--- src/rtl/uart_tx.sv ---
// rtl/uart_tx.sv - 8-bit UART transmitter, 16x oversampled, 11-bit frame with even parity
module uart_tx (
  input  logic       clk16x,
  input  logic       clrn,
  input  logic       wrn,
  input  logic [7:0] d_in,
  output logic       txd,
  output logic       t_empty,
  output logic       t_busy,
  output logic       overrun,
  output logic [3:0] cnt16x,
  output logic [3:0] no_bits_sent,
  output logic [7:0] t_buffer
);

  localparam logic [0:0] IDLE  = 1'b0;
  localparam logic [0:0] SHIFT = 1'b1;

  logic [0:0]  state;
  logic        wrn_d;
  logic [10:0] shreg;
  logic        write_ev;
  logic [10:0] frame;

  // One event per low pulse: only the falling edge of wrn counts.
  assign write_ev = ~wrn & wrn_d;
  assign frame    = {1'b1, ^t_buffer, t_buffer, 1'b0};

  always_ff @(posedge clk16x or negedge clrn) begin
    if (!clrn) begin
      state        <= IDLE;
      wrn_d        <= 1'b1;
      shreg        <= '1;
      txd          <= 1'b1;
      t_empty      <= 1'b1;
      t_busy       <= 1'b0;
      overrun      <= 1'b0;
      cnt16x       <= 4'd0;
      no_bits_sent <= 4'd0;
      t_buffer     <= 8'd0;
    end else begin
      wrn_d <= wrn;

      // A write needs t_empty=1 and a load needs t_empty=0, so they never collide.
      if (write_ev) begin
        if (t_empty) begin
          t_buffer <= d_in;
          t_empty  <= 1'b0;
        end else begin
          overrun  <= 1'b1;
        end
      end

      case (state)
        IDLE: begin
          if (!t_empty) begin
            shreg        <= frame;
            txd          <= 1'b0;
            t_empty      <= 1'b1;
            cnt16x       <= 4'd0;
            no_bits_sent <= 4'd0;
            t_busy       <= 1'b1;
            state        <= SHIFT;
          end else begin
            txd <= 1'b1;
          end
        end
        default: begin
          cnt16x <= cnt16x + 4'd1;
          txd    <= shreg[0];
          if (cnt16x == 4'd15) begin
            if (no_bits_sent != 4'd10) begin
              shreg        <= {1'b1, shreg[10:1]};
              txd          <= shreg[1];
              no_bits_sent <= no_bits_sent + 4'd1;
            end else if (!t_empty) begin
              // Back-to-back: next start bit follows the stop bit with no gap.
              shreg        <= frame;
              txd          <= 1'b0;
              t_empty      <= 1'b1;
              no_bits_sent <= 4'd0;
            end else begin
              state  <= IDLE;
              t_busy <= 1'b0;
              txd    <= 1'b1;
            end
          end
        end
      endcase
    end
  end

endmodule

--- config.mk ---
export PLATFORM = sky130hd
export DESIGN_NAME = uart_tx
export DESIGN_NICKNAME = d
export VERILOG_FILES = /design/src/rtl/uart_tx.sv
export SDC_FILE = /design/constraint.sdc
export NUM_CORES = 1
export LEC_CHECK = 0
export ABC_AREA = 0
export CAP_MARGIN = 20
export CORE_ASPECT_RATIO = 0.6
export CORE_UTILIZATION = 26
export DETAILED_ROUTE_END_ITERATION = 7
export PLACE_DENSITY = 0.56
export SKIP_CTS_REPAIR_TIMING = 1
export SLEW_MARGIN = 20
export SYNTH_ARGS = -nofsm -noshare
export SYNTH_HDL_FRONTEND = slang
export SYNTH_SLANG_ARGS = --single-unit
--- constraint.sdc ---
create_clock -name clk16x -period 3.23 [get_ports clk16x]
set_input_delay 0.323 -clock clk16x [delete_from_list [all_inputs] [get_ports clk16x]]
set_output_delay 0.323 -clock clk16x [all_outputs]
set_load 0.01 [all_outputs]
==> impl_metrics.tcl <==
set metrics [dict create \
    result_of_the_run "finished, final reports clean" \
    syn-num-nets 147 \
    placement_rows 21 \
    io_buffer_count 30 \
    cts.reportedPaths.clkPinSlew_ns 0.07 \
    critPathMaxFanout 12 \
    ys.flop_type "dfrtp_1" \
    layout_min_cycle_time_ns 1.863 \
    power_density_nw_per_um2 639.8 \
    wl_mm 3.414 \
    whs_ns 0.4334 \
    drive_gt1_frac 0.2071 \
    holdCritPathClass "primary input to async pin" \
    final_layout_net_count 183 \
    tritoncts "done" \
    synthDominantAreaCellType "dfrtp_1" \
    post_layout_nonfiller_instances 249 \
    netlist_instances 132 \
    final_min_period_over_clock_period 0.5767 \
    via_per_inst 4.582 \
    detail_route.iter0.violations 36 \
    synth.top_cells.by_area "dfrtp_1 31%, dfstp_2 24%, mux2_2 5.8%, xnor2_1 4.0%, a221o_1 3.2%" \
    hpwlAfterDp_mm 2.394 \
    critical_path_class "register to output pin" \
    synth_sequential_area_ratio 0.5435 \
    post-route-cell-area_um2 2059 \
    clk_latency_ns 0.29 \
    irDropWorstVdd_mv 0.3360 \
    mappedNetlistArea_um2 1551 \
    post-synth-top-area-fraction 0.3065 \
    fin_tns_setup_ns 0 \
    synth_most_common_cell "dfrtp_1" \
    clk_root_buffer_cell "clkbuf_8" \
    synth_top_cells_by_count "19 x dfrtp_1, 14 x dfstp_2, 13 x nand2_1" \
    cp_slowest_cell "dfstp_2" \
    cpLargestDelayFamily "flip-flops" \
    numClockSinks 33 \
    synth-seq-cells 33 \
    worst_setup_path_start_kind "register" \
    clock_tree.buffer_depth 2 \
    setup_repair_after_global_routing_missed_its_margin "no" \
    wl_met3_um 123 \
    cap_viol_max_count 0 \
    starting_density 0.2746 \
    cts_inserted_buffers 5 \
    synth-edff-count 0 \
    antenna_found_initial 0 \
    num_vias 1141 \
    maximum_number_of_pins_on_one_net_before_global_route_repair 34 \
    syn_avg_cell_area_um2 11.75 \
    cts.htree.levels 2 \
    antennaDiodeCount 0 \
    flow.area_growth_from_synthesis_pct 32.74 \
    synth_async_sr_flop_share 1.000 \
    final-max-slew-violation-count 0 \
    routabilityCongestion 0.7003 \
    maxClockFrequency_mhz 536.8 \
    route.antenna.remaining_nets 0 \
    cp_cell_sequence "clkdlybuf4s50_1" \
    first_global_vias 1120 \
    worst_pin_slew_ns 0.6272 \
    skew_ns 0.003647 \
    detail_route.wl_per_cell_um 13.71 \
    die_area_um2 6290 \
    worst_slew_margin_rel 0.5819 \
    cp_data_arrival_time_ns 1.54 \
    synth-warning-count 0 \
    top_signal_layer_used "met4" \
    drt_drc_violations_left 0 \
    number_of_hold_violations_in_the_final_report 0 \
    met1_length_mm 1.952 \
    cpPeakStageDelay_ns 0.66 \
    setup_viol_count_final 0 \
    ys_types 36 \
    fin_util 0.3646 \
    chipWidth_um 101.7 \
    wl_met2_mm 1.301 \
    gr-total-overflow 0 \
    boundaryPins 31 \
    grt_pass1_wl_mm 5.768 \
    dpl-instance-area_um2 1943 \
    critPathRequiredTime_ns 2.91 \
    path_buf_inv 1 \
    global_route.usage.total 0.1254 \
    height_of_the_die_um 61.84 \
    core_um2 5649 \
    power.leakage_nw 0.8574 \
    worstSetupEndpointType "output pin" \
    placed_cells_incl_taps 241 \
    drtPass1Iterations 4 \
]
==> through the flow <==
stage / setup WS [ns] / power (mW)
floorplan: 1.663 / 0.7469
global placement: 1.468 / 0.9222
detailed placement: 1.429 / 0.9222
CTS: 1.354 / 1.339
global route: 1.205 / 1.396
finish: 1.367 / 1.318
==> state kept, by name (all words and copies together), names as in the netlist, 4 cells and up <==
name          count
cnt16x            4
no_bits_sent      4
shreg            11
t_buffer          8
==> cell families after synthesis <==
family / synth area share
simple gates: 0.1557
flops: 0.5435
compound gates: 0.1468
mux: 0.05807
xor+xnor: 0.03952
buf+inv: 0.02419
fa+ha+maj: 0.03226
==> cell type report <==
class                           count  area, um2
Clock buffer                        7      86.33
Clock inverter                      1      30.03
Fill cell                         569       3590
Inverter                            5      21.27
Multi-Input combinational cell     92      670.6
Sequential cell                    33      843.3
Tap cell                           80      100.1
Timing Repair Buffer               31      307.8
==> cell usage in the layout (no fill, tap or decap), types with 2 or more instances in the layout <==
master	count
nand2_1	13
o21ai_0	5
o2bb2ai_1	3
nor3_1	2
nand3_1	6
xnor2_1	7
o221ai_1	2
a21oi_1	5
clkdlybuf4s50_1	30
dfrtp_1	19
nand3b_1	2
clkbuf_8	6
a22oi_1	4
and3_1	6
a221o_1	5
a22o_1	3
inv_1	4
ha_1	4
mux2_2	8
dfstp_2	14
nor2_1	3
==> per-layer routing <==
| layer | up-vias | global-route usage |
|---|---|---|
| li1 | 559 | - |
| met1 | 549 | 0.1969 |
| met2 | 28 | 0.1564 |
| met3 | 5 | 0.03356 |
| met4 | 0 | 0.04969 |
| met5 | - | 0 |
==> where the power goes <==
group / leakage, nW / switching, mW / internal (mW)
Sequential: 0.369 / 0.0690 / 0.470
Combinational: 0.430 / 0.140 / 0.230
Clock: 0.0585 / 0.157 / 0.252
==> worst paths after layout <==
kind / from / end / slack (ns) / depth (start not counted)
max in group asynchronous: clrn / shreg[1] / 2.46 / 2
setup / recovery: t_empty / t_empty / 1.37 / 1
setup reg to reg: no_bits_sent[0] / shreg[4] / 1.46 / 6
min in group clk16x: overrun / overrun / 0.48 / 1
hold / removal: clrn / overrun / 0.43 / 2
hold reg to reg: overrun / overrun / 0.48 / 1
(Power assumes the default switching activity.)
